## src/rtl/scroll_controller.sv

```systemverilog
// Horizontal world-scroll controller: advances the camera offset when the
// player pushes past a screen threshold, clamps at the level end, then runs
// the castle-entry sequence and flags level completion.
module scroll_controller #(
    parameter logic [9:0] SCROLL_THRESH = 10'd320,
    parameter logic [9:0] MAX_PROCESS   = 10'd700,
    parameter logic [9:0] DOOR_OFFSET   = 10'd24,
    parameter logic [7:0] ENTER_FRAMES  = 8'd60
) (
    input  logic       Clk,
    input  logic       Reset,
    input  logic       frame_clk,
    input  logic       restart,
    input  logic [9:0] player_x,
    input  logic [3:0] player_dx,
    input  logic [9:0] castle_x,
    output logic [9:0] process,
    output logic       player_hold,
    output logic       entering,
    output logic       level_done
);

    localparam int unsigned POS_W = 10;
    localparam int unsigned CNT_W = 8;

    typedef enum logic [1:0] {
        SCROLL = 2'd0,
        LOCKED = 2'd1,
        ENTER  = 2'd2,
        DONE   = 2'd3
    } state_t;

    state_t             state;
    logic [CNT_W-1:0]   count;
    logic               fc_d;
    logic               tick;
    logic               at_thresh;
    logic               castle_hit;
    logic [POS_W:0]     scroll_sum;
    logic [POS_W-1:0]   scroll_next;

    // Frame-strobe edge detect plus the scroll and castle-door arithmetic.
    always_comb begin
        tick        = frame_clk & ~fc_d;
        at_thresh   = (player_x >= SCROLL_THRESH);
        scroll_sum  = {1'b0, process} + (POS_W+1)'(player_dx);
        scroll_next = (scroll_sum >= {1'b0, MAX_PROCESS}) ? MAX_PROCESS
                                                          : scroll_sum[POS_W-1:0];
        castle_hit  = (({1'b0, player_x} + {1'b0, process}) >=
                       ({1'b0, castle_x} + {1'b0, DOOR_OFFSET}));
    end

    // Camera / entry-sequence FSM with registered outputs.
    always_ff @(posedge Clk) begin
        if (Reset) begin
            fc_d        <= 1'b1;
            state       <= SCROLL;
            count       <= '0;
            process     <= '0;
            player_hold <= 1'b0;
            entering    <= 1'b0;
            level_done  <= 1'b0;
        end else begin
            fc_d <= frame_clk;
            if (restart) begin
                state       <= SCROLL;
                count       <= '0;
                process     <= '0;
                player_hold <= at_thresh;
                entering    <= 1'b0;
                level_done  <= 1'b0;
            end else begin
                case (state)
                    SCROLL: begin
                        player_hold <= at_thresh;
                        if (tick) begin
                            // Reaching the door takes priority over scrolling.
                            if (castle_hit) begin
                                state       <= ENTER;
                                count       <= '0;
                                player_hold <= 1'b1;
                                entering    <= 1'b1;
                            end else if (at_thresh) begin
                                process <= scroll_next;
                                if (scroll_next == MAX_PROCESS) begin
                                    state       <= LOCKED;
                                    player_hold <= 1'b0;
                                end
                            end
                        end
                    end
                    LOCKED: begin
                        player_hold <= 1'b0;
                        if (tick && castle_hit) begin
                            state       <= ENTER;
                            count       <= '0;
                            player_hold <= 1'b1;
                            entering    <= 1'b1;
                        end
                    end
                    ENTER: begin
                        player_hold <= 1'b1;
                        entering    <= 1'b1;
                        if (tick) begin
                            if (count == ENTER_FRAMES - 8'd1) begin
                                state      <= DONE;
                                entering   <= 1'b0;
                                level_done <= 1'b1;
                            end else begin
                                count <= count + 8'd1;
                            end
                        end
                    end
                    default: begin
                        player_hold <= 1'b1;
                        entering    <= 1'b0;
                        level_done  <= 1'b1;
                    end
                endcase
            end
        end
    end

endmodule

```

## config.mk

```make
export PLATFORM = sky130hd
export DESIGN_NAME = scroll_controller
export DESIGN_NICKNAME = d
export VERILOG_FILES = /design/src/rtl/scroll_controller.sv
export SDC_FILE = /design/constraint.sdc
export NUM_CORES = 1
export LEC_CHECK = 0
export CAP_MARGIN = 15
export CORE_UTILIZATION = 53
export DETAILED_ROUTE_END_ITERATION = 7
export PLACE_DENSITY_LB_ADDON = 0.12
export SETUP_SLACK_MARGIN = 0.15
export SLEW_MARGIN = 0
export SYNTH_ARGS = -nofsm -noshare
export SYNTH_HDL_FRONTEND = slang
export SYNTH_SLANG_ARGS = --single-unit
```

## constraint.sdc

```tcl
create_clock -name Clk -period 5.2 [get_ports Clk]
set_clock_uncertainty 0.15 [all_clocks]
set_input_delay 1.04 -clock Clk [delete_from_list [all_inputs] [get_ports Clk]]
set_output_delay 1.04 -clock Clk [all_outputs]
set_load 0.02 [all_outputs]
```

Word-level counts from Yosys, hierarchy flattened
Cells that the tools add are included.
{"block": "op_classes", "n_addsub": 4, "n_lt_le_gt_ge": 3, "eq_ne": 12, "mux": 31, "bitwise": 4, "n_reduce_logical": 10}
{"op": "$mux 8", "n": 5}
{"op": "$pmux 8 s3", "n": 1}
{"op": "$mux 2", "n": 7}
{"op": "$mux 1", "n": 13}
{"op": "$ne 2x2->1 const B", "n": 6}
{"op": "$add 10x10->11", "n": 1}
{"op": "$add 10x4->11", "n": 1}
{"op": "$add 10x5->11 const B", "n": 1}
{"op": "$ge 11x10->1 const B", "n": 1}
{"op": "$ge 11x11->1", "n": 1}
{"op": "$eq 10x10->1 const B", "n": 1}
{"op": "$ge 10x9->1 const B", "n": 1}
{"op": "$mux 10", "n": 1}
{"op": "$add 8x1->8 const B", "n": 1}
{"op": "$eq 8x6->1 const B", "n": 1}
{"op": "$reduce_and 7->1", "n": 1}
{"op": "$ne 3x3->1 const B", "n": 2}
{"op": "$pmux 2 s3", "n": 1}
{"op": "$reduce_and 3->1", "n": 2}
{"op": "$reduce_and 6->1", "n": 1}
{"op": "$pmux 1 s2", "n": 2}
{"op": "$reduce_and 4->1", "n": 1}
{"op": "$reduce_or 2->1", "n": 2}
{"op": "$not 1->1", "n": 3}
{"op": "other kinds (7)", "n": 7}
{"block": "totals", "ff_bits": 24, "input_bits": 28, "out_inout_bits": 13, "word_cells": 71}

Depth between registers and ports, before layout
Gate-level depths: netlist of the first run.
{"block": "depth", "depth_word": 10, "ltp_mapped": 17, "depth_no_buf": 16}

Worst setup path before layout of the first run
OpenSTA, ideal clock, no wires.
{"block": "synth_timing", "path_kind": "in2reg", "start": "in player_x[0]", "end": "reg count[4]", "setup_ns": 0.115, "arrival_ns": 4.510, "required_time_ns": 4.935, "slack_ns": 0.425, "cell_stages": 17, "path_buffers": 1, "path_cell_list": "ha_1 -> fa_1 -> a21o_1 -> a21oi_1 -> o21bai_1 -> a21oi_1 -> o21ai_0 -> xor2_1 -> ha_1 -> and4_1 -> a211o_1 -> a211oi_1 -> o21ai_1 -> a21oi_1 -> buf_2 -> nor3_1 -> o21ba_2"}
{"block": "synth_between", "elab_chain_len": 5, "word_cells_on_any_way": 6, "classes_between": "add/sub: 1; order compare: 1; eq/ne: 2; reduce/logical: 2"}
{"item": "start: declaration", "line_no": "14", "text": "input logic [9:0] player_x,"}
{"item": "$add 10x10->11 *", "line_no": "49", "text": "castle_hit = (({1'b0, player_x} + {1'b0, process}) >="}
{"item": "$ge 11x11->1 *", "line_no": "49"}
{"item": "$logic_and 1x1->1", "line_no": "94", "text": "if (tick && castle_hit) begin"}
{"item": "$ne 2x2->1 (no source line)"}
{"item": "$reduce_and 6->1 (no source line) *"}
{"item": "end signal: assignment", "line_no": "110", "text": "count <= count + 8'd1;"}
{"item": "end: declaration", "line_no": "34", "text": "logic [CNT_W-1:0] count;"}
Every way passes the cells marked *; elsewhere a longest branch is shown, timed or not.
A chain may end at the register's enable or synchronous reset.

Worst setup path after layout of the first run
{"block": "layout_timing", "start": "in player_x[1]", "end": "reg count[6]"}
Same word-level chain as after synthesis.

==> run_results.csv, run 1 <==
group,metric,value,unit
routing,dr.pass1.iters,4,
synth,synthTopCellsByCount,"31 x ha_1, 26 x a21oi_1, 24 x dfxtp_1, 24 x nor2_1",
pwr,leakagePower,1.16,nW
timing,finalSetupViolCount,0,
synth,postSynthAreaPerCell,8.09,sq um
floorplanning,io_pins,41,
synth,syn_area,2220,sq um
pwr,intPower,0.000345,W
layout,antenna_cells,0,
floorplanning,dieArea,4440,sq um
synth,yosys.area.top_type_share,21.7,%
routing,wl_per_cell,13.9,um
synth,syn_inst,274,
clock_tree,insertion_delay,0.27,ns
pwr,switchingPower,0.000117,W
routing,drc_errors,0,
timing,fmax,208,MHz
clock_tree,post_cts_buffers,0,
pwr,p_comb_share,23.9,%
timing,timing.final.crit_share,92.7,%
synth,ys_types,54,
layout,layout.nets,380,
global_route,gr-total-overflow,0,
global_route,grt_max_degree,15,
placement,gp_congestion,0.854,
setup_path,critical_path.max_fanout,7,
clock_tree,cts.sinks,24,
routing,ant_nets,0,
pwr,peakVddDrop,95.1,uV
setup_path,endpoint_kind,"register",
synth,ys_seq_area_share,21.7,%
synth,synth_top_flop_cell,"dfxtp_1",
synth,ys_ff_latch,24,
synth,async_reset_ff_share,0,%
layout,drive_gt1_share,10.4,%
layout,area_delta_synth_final,26.6,%
timing,period_minus_slack,4.82,ns
global_route,grtUsageTotal,23.6,%
floorplanning,die_x,66.7,um
global_route,grt_pass1_wl,8090,um
setup_path,worstSetupPathType,"in -> reg",
timing,grt_setup_unrepaired,"false",
timing,final-hold-violation-count,0,
setup_path,cp.arrival,4.81,ns
synth,synth_area_leader_cell,"dfxtp_1",
synth,syn-num-nets,335,
pwr,finalPower,0.000462,W
global_route,antenna_found_initial,0,
timing,tightest_slew,0.764,ns
pwr,p_seq_share,40.7,%
clock_tree,cts_tree,"yes",
job,maxCapViolCount,0,
floorplanning,row_count,23,
clock_tree,cts_max_level,1,
pwr,p_sw_share,25.3,%
synth,yosys_warnings,0,
synth,post-synth-top-count-cell,"ha_1",
pwr,p_clk_share,35.3,%
placement,port_buffers,40,
clock_tree,root_buffer,"clkbuf_8",
layout,stdcell_area,2810,sq um
synth,synth_edf_count,0,
timing,maxSlewViolCount,0,
routing,wirelength,5110,um
routing,viasPerCell,5.71,
timing,slew_headroom,48.9,%
min_path,hp-class,"reg -> reg",
routing,vias,2101,
placement,dpl.hpwl,3970,um
floorplanning,die_h,66.7,um
setup_path,required,5.19,ns
placement,place_area,2690,sq um
routing,drt_iter0_drc,99,
floorplanning,start_util,55.4,%
setup_path,critPathLaunchType,"primary input",
pwr,p_per_area,165,nW/um^2
floorplanning,coreArea,4000,sq um
run_status,status,"finished clean",
clock_tree,numCtsBuffers,3,
synth,ys_top_cells_by_area,"dfxtp_1 22%, ha_1 18%, a21oi_1 5.9%, xnor2_1 4.3%, o21ai_0 4.3%",
global_route,grt_pass1_vias,1858,
clock_tree,clockBufferDepth,2,
clock_tree,path_clk_slew,0.09,ns
## power by group through the flow
stage / clock [W] / sequential (W) / combinational, W
after floorplan: 0 / 0.000194 / 0.0000585
after global placement: 0 / 0.000192 / 0.000103
after detailed placement: 0 / 0.000192 / 0.000105
after CTS: 0.000167 / 0.000188 / 0.000106
after global routing: 0.000173 / 0.000189 / 0.000122
final: 0.000163 / 0.000188 / 0.000111
## worst max-delay path, stage by stage
cell and delay [ns]:
clkdlybuf4s50_1 0.46, ha_1 0.33, a21o_1 0.17, a21oi_2 0.16
o21bai_1 0.11, a2111oi_2 0.31, buf_4 0.17, nor2_1 0.05
xnor2_1 0.13, ha_1 0.30, and4_1 0.22, a211o_1 0.30
a211oi_2 0.29, o21ai_2 0.11, a21oi_2 0.21, clkdlybuf4s15_2 0.28
or4_1 0.12, a21oi_1 0.06
## per-layer routing
layer	part of all wire (%)	vias to the layer above	GRT usage, %
met1	49	964	31.6
met5	0	-	0
li1	-	1101	-
met2	47	30	39.1
met4	0.74	0	5.32
met3	3.1	6	3.94
## registers in the layout, summed over array words and instances, names as in the netlist
name / flops
process: 10
count: 8
state: 2
entering: 1
fc_d: 1
level_done: 1
player_hold: 1
## through the flow
| stage | worst slack (ns) | hold slack, ns | utilization (%) | instances | setup TNS [ns] |
|---|---|---|---|---|---|
| 2_1_floorplan | 0.425 | 0.302 | - | 274 | 0 |
| 3_3_place_gp | 0.0226 | 0.304 | 67.3 | 363 | 0 |
| 3_5_place_dp | -0.0953 | 0.321 | 67.3 | 363 | -0.537 |
| 4_1_cts | 0.178 | 0.343 | 69.0 | 367 | 0 |
| 5_1_grt | 0.190 | 0.373 | 70.1 | 368 | 0 |
| 6_report | 0.381 | 0.333 | 70.1 | 368 | 0 |
## placed cells by master, fill, tap and decap left out, types with 6 or more instances in the layout
master            n
nand2_1          19
inv_1            12
buf_4             7
ha_1             31
a21oi_1          22
o21ai_0          18
xor2_1            6
nor2_1           24
clkdlybuf4s50_1  40
nand3_1          11
xnor2_1          11
dfxtp_1          24
## area by class of cell
type | count | area, sq um
clock buffers | 3 | 41.3
inverters | 12 | 45.0
repair buffers | 48 | 464
fillers | 330 | 1190
flip-flops and latches | 24 | 480
well taps | 50 | 62.6
multi-input cells | 230 | 1680
clock inverters | 1 | 30.0
## logic make-up after synthesis
group | Yosys count | share of synthesized area [%]
and+or+nand+nor | 90 | 21.2
AOI/OAI and AO/OA | 87 | 25.9
adders and majority gates | 33 | 19.3
DFF | 24 | 21.7
buffers and inverters | 20 | 3.90
xor gates and xnor gates | 17 | 6.72
muxes | 3 | 1.36
## timing repair
item,CTS,global route
hold buffers,0,0
gates resized for setup,0,10
setup endpoints to repair,0,22
## path summary, 6_finish.rpt
check        slack (ns)         from          to  cells after the start
max reg2reg        1.11   process[1]    count[6]                     17
max                0.38  player_x[1]    count[6]                     18
min                0.33   level_done  level_done                      2
min reg2reg        0.33   level_done  level_done                      2
Power figures use the tool's default switching activity.
==> run 2, diff against run 1 <==
Settings changed: MAX_ROUTING_LAYER set to met4.
==> run_results.csv, run 2 (same netlist as run 1, synthesis figures left out) <==
group,metric,value,unit
global_route,grtUsageTotal,24.2,%
pwr,leakagePower,1.16,nW
timing,period_minus_slack,4.82,ns
setup_path,worstSetupPathType,"in -> reg",
layout,top_register,"process",
floorplanning,dieArea,4440,sq um
routing,wirelength,5120,um
routing,drc_errors,0,
global_route,antenna_found_initial,0,
layout,antenna_cells,0,
layout,multiInputGateArea,1680,sq um
global_route,gr-total-overflow,0,
global_route,grt_pass1_wl,8090,um
clock_tree,path_clk_slew,0.09,ns
timing,fmax,208,MHz
layout,area_delta_synth_final,26.6,%
global_route,grt_max_degree,15,
setup_path,required,5.19,ns
job,maxCapViolCount,0,
layout,postLayoutCoreUtil,70.1,%
setup_path,crit_chain,"clkdlybuf4s50_1, ha_1, a21o_1, a21oi_2, o21bai_1, a2111oi_2, buf_4, nor2_1, xnor2_1, ha_1, and4_1, a211o_1, a211oi_2, o21ai_2, a21oi_2, clkdlybuf4s15_2, or4_1, a21oi_1",
layout,final_common_cell,"clkdlybuf4s50_1",
floorplanning,coreArea,4000,sq um
setup_path,slowest_stage,"clkdlybuf4s50_1",
timing,fin_setup_tns,0,ns
setup_path,critical_path.max_fanout,7,
floorplanning,die_x,66.7,um
layout,layout.nets,380,
routing,drt_iter0_drc,82,
routing,vias,2100,
clock_tree,cts_tree,"yes",
layout,register_area,480,sq um
pwr,peakVddDrop,95.0,uV
setup_path,endpoint_kind,"register",
floorplanning,io_pins,41,
layout,largest_reg_flops,10,
routing,dr.pass1.iters,4,
layout,reg.largest.list,"process: 10 flops, count: 8 flops, state: 2 flops",
timing,tightest_slew,0.764,ns
routing,ant_nets,0,
setup_path,critical_path.max_stage_delay,0.46,ns
run_status,status,"finished clean",
floorplanning,die_h,66.7,um
floorplanning,start_util,55.4,%
placement,port_buffers,40,
placement,gp_congestion,0.868,
clock_tree,clockBufferDepth,2,
clock_tree,numCtsBuffers,3,
setup_path,cpLargestDelayFamily,"compound AO/OA/AOI/OAI gates",
timing,finalSetupViolCount,0,
routing,wl_per_cell,13.9,um
clock_tree,cts_max_level,1,
setup_path,critPathLaunchType,"primary input",
timing,timing.final.crit_share,92.7,%
floorplanning,row_count,23,
clock_tree,insertion_delay,0.27,ns
clock_tree,root_buffer,"clkbuf_8",
layout,mostFrequentLayoutCells,"40 x clkdlybuf4s50_1, 31 x ha_1, 24 x nor2_1, 24 x dfxtp_1, 22 x a21oi_1",
global_route,grt_pass1_vias,1861,
setup_path,critPathBufInv,3,
clock_tree,cts.sinks,24,
timing,grt_setup_unrepaired,"false",
placement,dpl.hpwl,3970,um
setup_path,cp.arrival,4.81,ns
min_path,hp-class,"reg -> reg",
setup_path,rrSetupSlack,1.11,ns
routing,viasPerCell,5.71,
timing,final-hold-violation-count,0,
layout,n_fill_cell,330,
layout,drive_gt1_share,10.4,%
pwr,p_per_area,165,nW/um^2
timing,maxSlewViolCount,0,
timing,slew_headroom,48.9,%
-- run 2: cell counts in the layout (fill, tap and decap cells not counted) --
Identical to the previous run, type by type.
-- run 2: where the power goes --
part / switching (W) / leakage [nW] / internal [W]
logic: 0.0000548 / 0.929 / 0.0000558
clock network: 0.0000608 / 0.0357 / 0.000103
registers: 0.00000179 / 0.194 / 0.000186
-- run 2: what timing repair did --
| action | in CTS | in global routing |
|---|---|---|
| buffers inserted | 0 | 0 |
| setup endpoints to repair | 0 | 22 |
| hold endpoints to repair | 0 | 0 |
| gates resized for setup | 0 | 10 |
| hold buffers | 0 | 0 |
-- run 2: metal layers --
metal,GRT usage (%),vias up,routed length [um]
met5,-,-,0
met4,5.32,0,31
met3,3.94,4,149
met2,39.3,28,2430
met1,31.4,967,2510
li1,-,1101,-
-- run 2: area by class of cell --
type / count / share of cell area, %
Timing Repair Buffer: 48 / 16.5
Tap cell: 50 / 2.23
Multi-Input combinational cell: 230 / 59.9
Inverter: 12 / 1.61
Clock buffer: 3 / 1.47
Clock inverter: 1 / 1.07
Sequential cell: 24 / 17.1
-- run 2: through the flow --
step	instance area, sq um	worst slack, ns	std cells	total power [W]	hold slack, ns
2_1_floorplan	2220	0.425	274	0.000253	0.302
3_3_place_gp	2690	0.0226	363	0.000296	0.304
3_5_place_dp	2690	-0.0953	363	0.000298	0.321
4_1_cts	2760	0.178	367	0.000462	0.343
5_1_grt	2810	0.188	368	0.000483	0.373
6_report	2810	0.381	368	0.000462	0.334
-- run 2: worst min-delay path, delay by kind of cell, from the launching register on --
family	cells	cell delay, ns
and+or+nand+nor	2	0.12
DFF	1	0.34
-- run 2: worst paths after layout --
path	from	endpoint	cells after the start
worst max-delay path	player_x[1]	count[6]	18
worst min register to register	level_done	level_done	2
worst max register to register	process[1]	count[6]	17
worst min-delay path	level_done	level_done	2
